### src/rtl/dmem_ctrl.sv
// Two-port round-robin front end for a word-only data memory.
// Adds sub-word loads with extension and sub-word stores by read-modify-write.
module dmem_ctrl #(
  parameter int DATA_LENGTH      = 32,
  parameter int DMEM_ADDR_LENGTH = 32,
  parameter int MEM_DEPTH        = 50
) (
  input  logic                          clk,
  input  logic                          rst,
  input  logic [1:0]                    req,
  input  logic [1:0]                    we,
  input  logic [2*DMEM_ADDR_LENGTH-1:0] addr,
  input  logic [2*DATA_LENGTH-1:0]      wdata,
  input  logic [3:0]                    size,
  input  logic [1:0]                    uns,
  output logic [1:0]                    ack,
  output logic                          err,
  output logic [DATA_LENGTH-1:0]        rdata,
  output logic                          busy,
  output logic [DMEM_ADDR_LENGTH-1:0]   mem_addr,
  output logic [DATA_LENGTH-1:0]        mem_wdata,
  output logic                          mem_we,
  input  logic [DATA_LENGTH-1:0]        mem_rdata
);

  localparam logic [1:0] SZ_B = 2'b00;
  localparam logic [1:0] SZ_H = 2'b01;
  localparam logic [1:0] SZ_W = 2'b10;

  typedef enum logic [1:0] {IDLE, RD, MERGE, WR} state_t;

  state_t                        state, state_d;
  logic                          rr_last, rr_last_d;
  logic [1:0]                    ack_d;
  logic                          err_d;
  logic [DATA_LENGTH-1:0]        rdata_d;
  logic [DMEM_ADDR_LENGTH-1:0]   mem_addr_d;
  logic [DATA_LENGTH-1:0]        mem_wdata_d;
  logic                          mem_we_d;
  logic                          take;

  logic [1:0]                    elig;
  logic                          sel;
  logic                          sel_we;
  logic                          sel_uns;
  logic [1:0]                    sel_size;
  logic [DMEM_ADDR_LENGTH-1:0]   sel_addr;
  logic [DATA_LENGTH-1:0]        sel_wdata;

  logic                          op_port;
  logic                          op_we;
  logic                          op_uns;
  logic [1:0]                    op_size;
  logic [1:0]                    op_lo;
  logic [15:0]                   op_wdata;

  function automatic logic bad_access(input logic [1:0] sz,
                                      input logic [DMEM_ADDR_LENGTH-1:0] a);
    logic [DMEM_ADDR_LENGTH-1:0] widx;
    widx = a >> 2;
    bad_access = (sz == 2'b11) ||
                 (sz == SZ_H && a[0]) ||
                 (sz == SZ_W && a[1:0] != 2'b00) ||
                 (widx >= DMEM_ADDR_LENGTH'(MEM_DEPTH));
  endfunction

  function automatic logic [DATA_LENGTH-1:0] load_extend(input logic [DATA_LENGTH-1:0] w,
                                                         input logic [1:0] lo,
                                                         input logic [1:0] sz,
                                                         input logic u);
    logic [7:0]  b;
    logic [15:0] h;
    b = w[{lo, 3'b000} +: 8];
    h = w[{lo[1], 4'b0000} +: 16];
    case (sz)
      SZ_B:    load_extend = {{(DATA_LENGTH-8){b[7] & ~u}}, b};
      SZ_H:    load_extend = {{(DATA_LENGTH-16){h[15] & ~u}}, h};
      default: load_extend = w;
    endcase
  endfunction

  function automatic logic [DATA_LENGTH-1:0] store_merge(input logic [DATA_LENGTH-1:0] w,
                                                         input logic [1:0] lo,
                                                         input logic [1:0] sz,
                                                         input logic [15:0] wd);
    logic [DATA_LENGTH-1:0] m;
    m = w;
    if (sz == SZ_B) m[{lo, 3'b000} +: 8]    = wd[7:0];
    else            m[{lo[1], 4'b0000} +: 16] = wd[15:0];
    store_merge = m;
  endfunction

  // A port whose ack is still visible is not eligible, so a held req is not re-accepted.
  assign elig      = req & ~ack;
  assign sel       = (elig == 2'b11) ? ~rr_last : elig[1];
  assign sel_we    = we[sel];
  assign sel_uns   = uns[sel];
  assign sel_size  = sel ? size[3:2] : size[1:0];
  assign sel_addr  = sel ? addr[2*DMEM_ADDR_LENGTH-1:DMEM_ADDR_LENGTH] : addr[DMEM_ADDR_LENGTH-1:0];
  assign sel_wdata = sel ? wdata[2*DATA_LENGTH-1:DATA_LENGTH] : wdata[DATA_LENGTH-1:0];

  always_comb begin
    state_d     = state;
    rr_last_d   = rr_last;
    ack_d       = 2'b00;
    err_d       = 1'b0;
    rdata_d     = rdata;
    mem_addr_d  = mem_addr;
    mem_wdata_d = mem_wdata;
    mem_we_d    = 1'b0;
    take        = 1'b0;
    case (state)
      IDLE: begin
        if (|elig) begin
          take      = 1'b1;
          rr_last_d = sel;
          if (bad_access(sel_size, sel_addr)) begin
            ack_d[sel] = 1'b1;
            err_d      = 1'b1;
          end else begin
            mem_addr_d = {sel_addr[DMEM_ADDR_LENGTH-1:2], 2'b00};
            if (sel_we && sel_size == SZ_W) begin
              mem_wdata_d = sel_wdata;
              mem_we_d    = 1'b1;
              state_d     = WR;
            end else begin
              state_d = RD;
            end
          end
        end
      end
      RD: begin
        if (op_we) begin
          mem_wdata_d = store_merge(mem_rdata, op_lo, op_size, op_wdata);
          mem_we_d    = 1'b1;
          state_d     = MERGE;
        end else begin
          rdata_d        = load_extend(mem_rdata, op_lo, op_size, op_uns);
          ack_d[op_port] = 1'b1;
          state_d        = IDLE;
        end
      end
      MERGE, WR: begin
        ack_d[op_port] = 1'b1;
        state_d        = IDLE;
      end
      default: state_d = IDLE;
    endcase
  end

  always_ff @(posedge clk) begin
    if (rst) begin
      state     <= IDLE;
      rr_last   <= 1'b1;
      ack       <= 2'b00;
      err       <= 1'b0;
      rdata     <= '0;
      busy      <= 1'b0;
      mem_addr  <= '0;
      mem_wdata <= '0;
      mem_we    <= 1'b0;
    end else begin
      state     <= state_d;
      rr_last   <= rr_last_d;
      ack       <= ack_d;
      err       <= err_d;
      rdata     <= rdata_d;
      busy      <= (state_d != IDLE);
      mem_addr  <= mem_addr_d;
      mem_wdata <= mem_wdata_d;
      mem_we    <= mem_we_d;
    end
  end

  // Granted request snapshot; later input changes are ignored until IDLE.
  always_ff @(posedge clk) begin
    if (take) begin
      op_port  <= sel;
      op_we    <= sel_we;
      op_uns   <= sel_uns;
      op_size  <= sel_size;
      op_lo    <= sel_addr[1:0];
      op_wdata <= sel_wdata[15:0];
    end
  end

endmodule
### config.mk
export PLATFORM = sky130hd
export DESIGN_NAME = dmem_ctrl
export DESIGN_NICKNAME = d
export VERILOG_FILES = /design/src/rtl/dmem_ctrl.sv
export SDC_FILE = /design/constraint.sdc
export NUM_CORES = 1
export LEC_CHECK = 0
export BUFFER_PORTS_ARGS = -buffer_cell sky130_fd_sc_hd__buf_2
export CELL_PAD_IN_SITES_DETAIL_PLACEMENT = 0
export CELL_PAD_IN_SITES_GLOBAL_PLACEMENT = 2
export CORE_UTILIZATION = 27
export CTS_CLUSTER_DIAMETER = 120
export DETAILED_ROUTE_END_ITERATION = 8
export GPL_ROUTABILITY_DRIVEN = 0
export PLACE_DENSITY = 0.91
export SLEW_MARGIN = 20
export SYNTH_ARGS = -nofsm -noshare
export SYNTH_HDL_FRONTEND = slang
export SYNTH_SLANG_ARGS = --single-unit
### constraint.sdc
create_clock -name clk -period 3.9 [get_ports clk]
set_input_delay 0.39 -clock clk [delete_from_list [all_inputs] [get_ports clk]]
set_output_delay 0.39 -clock clk [all_outputs]
set_load 0.01 [all_outputs]
Yosys cells after proc, flatten, opt, wreduce, memory -nomap -nowiden --
Index checks and enable logic that the tools add are counted.
Word-level totals: flip-flop bits (word level) 125, bits of input ports 172, output and inout port bits 101, word-level logic and storage cells 108
Operators by class: add/subtract/negate cells 2, magnitude comparators 5, equality and inequality tests 12, shifts and indexed selects 6, mux-type cells 38, bitwise logic cells 10, reduce and logical (&&, ||, !) cells 20
Operators by type and width (number):
- $mux 32 | 7
- $pmux 32 s2 | 2
- $bwmux 32 | 2
- $shift 16x7->32 const A | 1
- $shift 8x7->32 const A | 1
- $shiftx 16x7->32 | 1
- $shiftx 32x6->16 | 1
- $shiftx 32x6->8 | 1
- $shiftx 8x7->32 | 1
- $ge 30x6->1 const B | 1
- $mux 2 | 8
- $mux 1 | 14
- $neg 5->7 | 2
- $pmux 2 s3 | 2
- $eq 2x2->1 const B | 5
- $ne 2x2->1 const B | 4
- $eq 2x1->1 const B | 3
- $not 1->1 | 6
- $reduce_bool 2->1 | 3
- $logic_and 1x1->1 | 5
- $reduce_and 5->1 | 1
- $logic_not 2->1 | 2
- $lt 1x2->1 const B | 2
- $reduce_and 2->1 | 2
- other kinds (10) | 16

Logic depth before layout (Yosys ltp) --
Gate-level depths: netlist of run 1.
word-level depth 14, depth in mapped cells 10, mapped depth without buffers 8

Least setup slack after synthesis of run 1 --
OpenSTA, ideal clock, no wires.
kind register -> register, start point register op_lo[1], end point register mem_wdata[25], setup time 0.072 ns, arrival 2.682 ns, data required time 3.828 ns, setup slack 1.147 ns, stages on the path, launching flop included 9, path buffers 1, period minus slack after synthesis 2.753 ns, cell sequence edfxtp_1 > clkbuf_1 > clkinv_1 > ha_1 > nor4_1 > a22o_1 > a211oi_1 > a311o_1 > mux2i_1
On the way: cells in the longest elaborated chain, start to end 6, elaborated cells between the ends (all ways) 11
RTL lines:
- from (decl) | RTL line 54 | logic [1:0] op_lo;
- from (signal assigned) | RTL line 182 | op_lo <= sel_addr[1:0];
- $neg 5->7 (on tied branches) | RTL line 89, 88
- $shiftx 16x7->32 (tied with other cells) | RTL line 89 | else m[{lo[1], 4'b0000} +: 16] = wd[15:0];
- $bwmux 32 (on tied branches) | RTL line 89, 88
- $mux 32 * | RTL line 88 | if (sz == SZ_B) m[{lo, 3'b000} +: 8] = wd[7:0];
- $mux 32 * | RTL line 133 | if (op_we) begin
- $pmux 32 s2 * | RTL line 112 | case (state)
- to (signal assigned) | RTL line 170 | mem_wdata <= mem_wdata_d;
- to (decl) | RTL line 21 | output logic [DATA_LENGTH-1:0] mem_wdata,
Every way passes the cells marked *; elsewhere a longest branch is shown, timed or not. The select of a mux whose other input is x is not followed. A chain may end at the register's enable or synchronous reset.

Worst setup path in the final report of run 1 --
start point register op_size[0], end point register mem_wdata[2]
On the way: cells in the longest elaborated chain, start to end 4
RTL lines:
- from (decl) | RTL line 53 | logic [1:0] op_size;
- from (signal assigned) | RTL line 181 | op_size <= sel_size;
- $logic_not 2->1 | RTL line 88
- $mux 32 | RTL line 88
- $mux 32 | RTL line 133
- $pmux 32 s2 | RTL line 112
No other way between the ends. The select of a mux whose other input is x is not followed.

==> out/results.ini, run 1 <==
[global_routing]
first_global_vias=5981
grtUsageMet1_pct=24.97
grt_remaining_overflow=0
grt_pass1_wl_mm=34.60
busiest_layer=met2
grt_max_degree=63
met2_usage_pct=29.40
use_met3_pct=4.543
grt_antenna_before_repair=4
grt_usage_pct=18.75

[synthesis]
syn_area_sq_um=6477
yosysUniqueCellTypes=51
ys_seq_area_share_pct=42.19
synth_top_cell_area_share_pct=31.52
synth_top_flop_cell=dfxtp_1
synth_common_cells=dfxtp_1, nand2_1, nor2_1, mux2i_1, clkbuf_1
synth_most_common_cell=dfxtp_1
synth_area_leaders=dfxtp_1, edfxtp_1, mux2i_1, nand2_1, nor2_1
syn_area_per_cell_sq_um=8.934
synth_cells=725
yosys.area.top_type=dfxtp_1
synth_warnings=0
async_flop_share_pct=0
synth-edff-count=23
synth-seq-cells=125

[power]
pwr-share-seq_pct=39.6
power_leakage_nw=4.066
powerDensity_nw_per_um2=403.6
clkPwrFrac_pct=45.3
swShare_pct=29.87
p_switching_w=0.001052
p_comb_share_pct=15.1
peakVddDrop_v=0.0002401
internal_power_w=0.002470

[worst_setup_path]
arrival_ns=2.93
endpoint_kind=register
critPathKind=register to register
crit_path_start_kind=register
cp.required_ns=4.21
crit_fanout=34

[run_status]
status=finished, final reports clean

[timing]
min_period_over_period_pct=67.17
skew_ns=0.01363
finalSetupTns_ns=0
tightest_slew_ns=1.006
fmax_mhz=381.8
relSlewSlack_pct=32.90
hold_viol_final=0
period_minus_slack_ns=2.619
report.final.setup_viol=0
holdWs_ns=0.2629
slew_viol_final=0
rsz0062_at_grt=false

[placement]
placed_cell_area_sq_um=8132
placement.io_buffers=270
dp_cells=1275
dp_hpwl_mm=17.67

[routing]
num_vias=6267
drc_errors=0
wl_mm=22.94
wire_per_inst_um=17.51
drt-pass1-iter-count=5
detail-route-antenna-nets=0
viasPerCell=4.784
first_iter_violations=300

[die]
boundaryPins=273
start_util_pct=27.60
rows=56
die_w_um=156.9
dieArea_sq_um=24610
fp.dieH_um=156.9
coreArea_sq_um=23470

[layout]
design_area_sq_um=8728
syn_to_final_growth_pct=34.75
drive_gt1_share_pct=35.63
utilization_pct=37.19
nets=1152
finalNonFillerCells=1310

[flow_run]
cap_violations=0

[clocking]
cts.sinks=125
clk_latency_ns=0.42
htree_levels=4
cts_tree=yes
ctsResizeCount=0
cts_inserted_buffers=17
clockRootBuffer=clkbuf_16
clk_pin_slew_ns=0.07
holdBufCountCts=0
post_cts_buffers=0
clockBufferDepth=2

[hold_path]
hp-class=input pin to register

[final timing paths]
kind	from	to	slack, ns	depth (start not counted)
worst max register to register	op_size[0]$_DFFE_PP_	mem_wdata[2]$_SDFFE_PP0P_	1.28	7
worst min-delay path	uns[1]	op_uns$_DFFE_PP_	0.26	3
worst max-delay path	op_size[0]$_DFFE_PP_	mem_wdata[2]$_SDFFE_PP0P_	1.28	7
worst min register to register	rdata[7]$_SDFFE_PP0P_	rdata[7]$_SDFFE_PP0P_	0.46	2
[registers in the layout (all words and copies together), names as in the netlist]
signal and flops:
state 2, rdata 32, rr_last 1, busy 1, op_uns 1, op_we 1, mem_addr 30, op_lo 2
op_size 2, err 1, op_wdata 16, mem_wdata 32, mem_we 1, op_port 1, ack 2
[worst max-delay path, cell delays in order, from the launching register on]
cell      delay (ns)
edfxtp_1        0.58
nor2_2          0.28
buf_4           0.36
nor2_1          0.09
a41o_1          0.31
a221oi_1        0.50
nor3_1          0.09
mux2_2          0.28
[power by group through the flow]
stage / Sequential [W] / Clock (W) / Combinational (W)
after floorplan: 0.00141 / 0 / 0.000339
after global placement: 0.00142 / 0 / 0.000528
after detailed placement: 0.00142 / 0 / 0.000531
after CTS: 0.00139 / 0.00163 / 0.000534
after global routing: 0.00140 / 0.00168 / 0.000592
final: 0.00140 / 0.00159 / 0.000533
[per-layer routing]
layer | routed length [um] | share of wire [%]
met4 | 431 | 1.9
met5 | 0 | 0
met1 | 10270 | 45
met2 | 10700 | 47
met3 | 1539 | 6.7
[metrics by stage]
stage | power, W | worst slack [ns]
2_1_floorplan | 0.001745 | 1.147
3_3_place_gp | 0.001952 | 0.8859
3_5_place_dp | 0.001955 | 0.8941
4_1_cts | 0.003554 | 1.286
5_1_grt | 0.003672 | 1.066
6_report | 0.003522 | 1.281
[area by class of cell]
type	instances	area, sq um
clock inverters	14	138.9
flip-flops and latches	125	2733
fillers	2445	14740
inverters	15	56.30
multi-input cells	531	3477
well taps	319	399.1
repair buffers	285	1466
diodes	3	7.507
clock buffers	18	450.4
[cell families (layout without fill, tap and decap cells)]
kind of cell	Yosys count	after routing	share of synthesized area, %
and+or+nand+nor	276	276	19.63
AOI/OAI and AO/OA	175	175	20.42
DFF	125	125	42.19
muxes	73	73	12.36
buffers and inverters	70	332	4.385
adders and majority gates	5	5	0.9658
other	1	5	0.05789
[layout by cell type (no fill, tap or decap), drive strengths merged, types with 4 or more instances in the layout]
cell / count
buf: 285
dfxtp: 102
nand2: 100
nor2: 80
mux2i: 47
a21oi: 31
nand2b: 29
a211oi: 29
and2: 24
mux2: 24
a221oi: 23
edfxtp: 23
inv: 23
o21ai: 22
clkbuf: 18
a311o: 16
nor4: 13
nor2b: 13
a22o: 10
a211o: 9
nor3: 8
a311oi: 6
a22oi: 6
ha: 5
clkinv: 5
o211ai: 4
Note: power is estimated with default switching activity, not from simulation.
==> run 2: changes to the inputs <==
--- a/config.mk
+++ b/config.mk
@@ -8,11 +8,11 @@
 export BUFFER_PORTS_ARGS = -buffer_cell sky130_fd_sc_hd__buf_2
 export CELL_PAD_IN_SITES_DETAIL_PLACEMENT = 0
 export CELL_PAD_IN_SITES_GLOBAL_PLACEMENT = 2
-export CORE_UTILIZATION = 27
+export CORE_UTILIZATION = 25
 export CTS_CLUSTER_DIAMETER = 120
 export DETAILED_ROUTE_END_ITERATION = 8
 export GPL_ROUTABILITY_DRIVEN = 0
-export PLACE_DENSITY = 0.91
+export PLACE_DENSITY = 0.89
 export SLEW_MARGIN = 20
 export SYNTH_ARGS = -nofsm -noshare
 export SYNTH_HDL_FRONTEND = slang
==> constraint.sdc (replaced) <==
create_clock -name clk -period 2.2 [get_ports clk]
set_input_delay 0.22 -clock clk [delete_from_list [all_inputs] [get_ports clk]]
set_output_delay 0.22 -clock clk [all_outputs]
set_load 0.01 [all_outputs]
==> out/results.ini, run 2 (same netlist as run 1, synthesis figures left out) <==
[die]
dieArea_sq_um=26560
coreArea_sq_um=25330
die_w_um=163.0
fp.dieH_um=163.0
rows=58
start_util_pct=25.58
boundaryPins=273

[layout]
finalNonFillerCells=1354
syn_to_final_growth_pct=40.54
final_cell_mix=buf_2, dfxtp_1, nand2_1, nor2_1, mux2i_1
utilization_pct=35.95
layout_commonest_cell=buf_2
nets=1182
design_area_sq_um=9104
multi_input_area_sq_um=3550
regArea_sq_um=2733
nFillCells=2649
drive_gt1_share_pct=38.61
reg.largest.list=mem_wdata: 32 flops, rdata: 32 flops, mem_addr: 30 flops

[routing]
detail-route-antenna-nets=0
first_iter_violations=473
wire_per_inst_um=17.63
wl_mm=23.87
num_vias=6529
drt-pass1-iter-count=5
viasPerCell=4.822
drc_errors=0

[timing]
period_minus_slack_ns=2.117
skew_ns=0.01420
relSlewSlack_pct=59.20
tightest_slew_ns=0.6120
min_period_over_period_pct=96.25
report.final.setup_viol=0
slew_viol_final=0
rsz0062_at_grt=true
fmax_mhz=472.3
hold_viol_final=0
holdWs_ns=0.07964

[clocking]
clk_latency_ns=0.43
clockBufferDepth=2
clockRootBuffer=clkbuf_16
htree_levels=4
clk_pin_slew_ns=0.07
holdBufCountCts=0
cts_tree=yes
cts_inserted_buffers=17
cts.sinks=125

[power]
pwr-share-seq_pct=38.8
peakVddDrop_v=0.0003589
internal_power_w=0.004476
power_leakage_nw=4.255
p_comb_share_pct=16.7
powerDensity_nw_per_um2=698.5
swShare_pct=29.61
clkPwrFrac_pct=44.5
p_switching_w=0.001883
p_total_w=0.006359

[worst_setup_path]
crit_fanout=8
r2r-start=op_lo[1]$_DFFE_PP_
critical_path.startpoint=op_lo[1]$_DFFE_PP_
critPathKind=register to register
cp.required_ns=2.51
arrival_ns=2.43
endpoint_kind=register
crit_path_start_kind=register

[global_routing]
grt_pass1_wl_mm=35.39
grt_antenna_before_repair=7
grt_usage_pct=17.91
first_global_vias=6062
grt_remaining_overflow=0
grt_max_degree=63

[hold_path]
min_from=mem_rdata[21]
hp-class=input pin to register

[placement]
placed_cell_area_sq_um=8419
dp_cells=1315
placement.io_buffers=270
dp_hpwl_mm=18.60

[run_status]
status=finished, final reports clean

[flow_run]
cap_violations=0

==> run 2: layout make-up <==
class	count	area share [%]
antenna	6	0.1649
clock buffer	17	4.673
clock inverter	15	1.814
inverter	15	0.6322
multi-input combinational	531	38.99
sequential	125	30.02
tap	330	4.535
timing repair buffer	315	19.17
==> run 2: critical path: stages, from the launching register on <==
cell and delay, ns:
edfxtp_1 0.40, clkinv_2 0.11, ha_4 0.30, nor2_1 0.04
a41o_2 0.32, a221oi_1 0.46, nor3_1 0.09, mux2_4 0.29
==> run 2: path summary, 6_finish.rpt <==
| kind | to | slack (ns) | depth (start not counted) |
|---|---|---|---|
| setup reg to reg | mem_wdata[5]$_SDFFE_PP0P_ | 0.08 | 7 |
| hold reg to reg | mem_addr[15]$_SDFFE_PP0P_ | 0.46 | 1 |
| hold / removal | rdata[21]$_SDFFE_PP0P_ | 0.08 | 3 |
| setup / recovery | mem_wdata[5]$_SDFFE_PP0P_ | 0.08 | 7 |
==> run 2: metrics by stage <==
step	setup WS [ns]	TNS [ns]
global route	-0.04752	-0.2955
detailed placement	-0.2666	-11.54
finish	0.08259	0
global placement	-0.2276	-10.64
floorplan	0.004865	0
CTS	-0.004416	-0.004416
==> run 2: power by group through the flow <==
stage	registers [W]	logic (W)	clock network (W)
after global routing	0.00247	0.00117	0.00300
after global placement	0.00251	0.00102	0
after detailed placement	0.00251	0.00103	0
after CTS	0.00246	0.00104	0.00290
after floorplan	0.00249	0.000610	0
final	0.00247	0.00106	0.00283
==> run 2: timing repair <==
item / in CTS / in global routing
setup buffers: 0 / 1
gates cloned: 0 / 0
endpoints found under the setup margin: 2 / 41
pin swaps: 1 / 2
resized for setup: 2 / 9
==> run 2: layer usage <==
layer | global-route usage, % | wire, um | part of all wire [%] | vias up
met3 | 4.838 | 1494 | 6.3 | 30
met1 | 23.93 | 10880 | 46 | 3073
met5 | 0 | 10 | 0.042 | -
li1 | - | - | - | 3207
met4 | 6.627 | 492 | 2.1 | 2
met2 | 27.41 | 10990 | 46 | 217
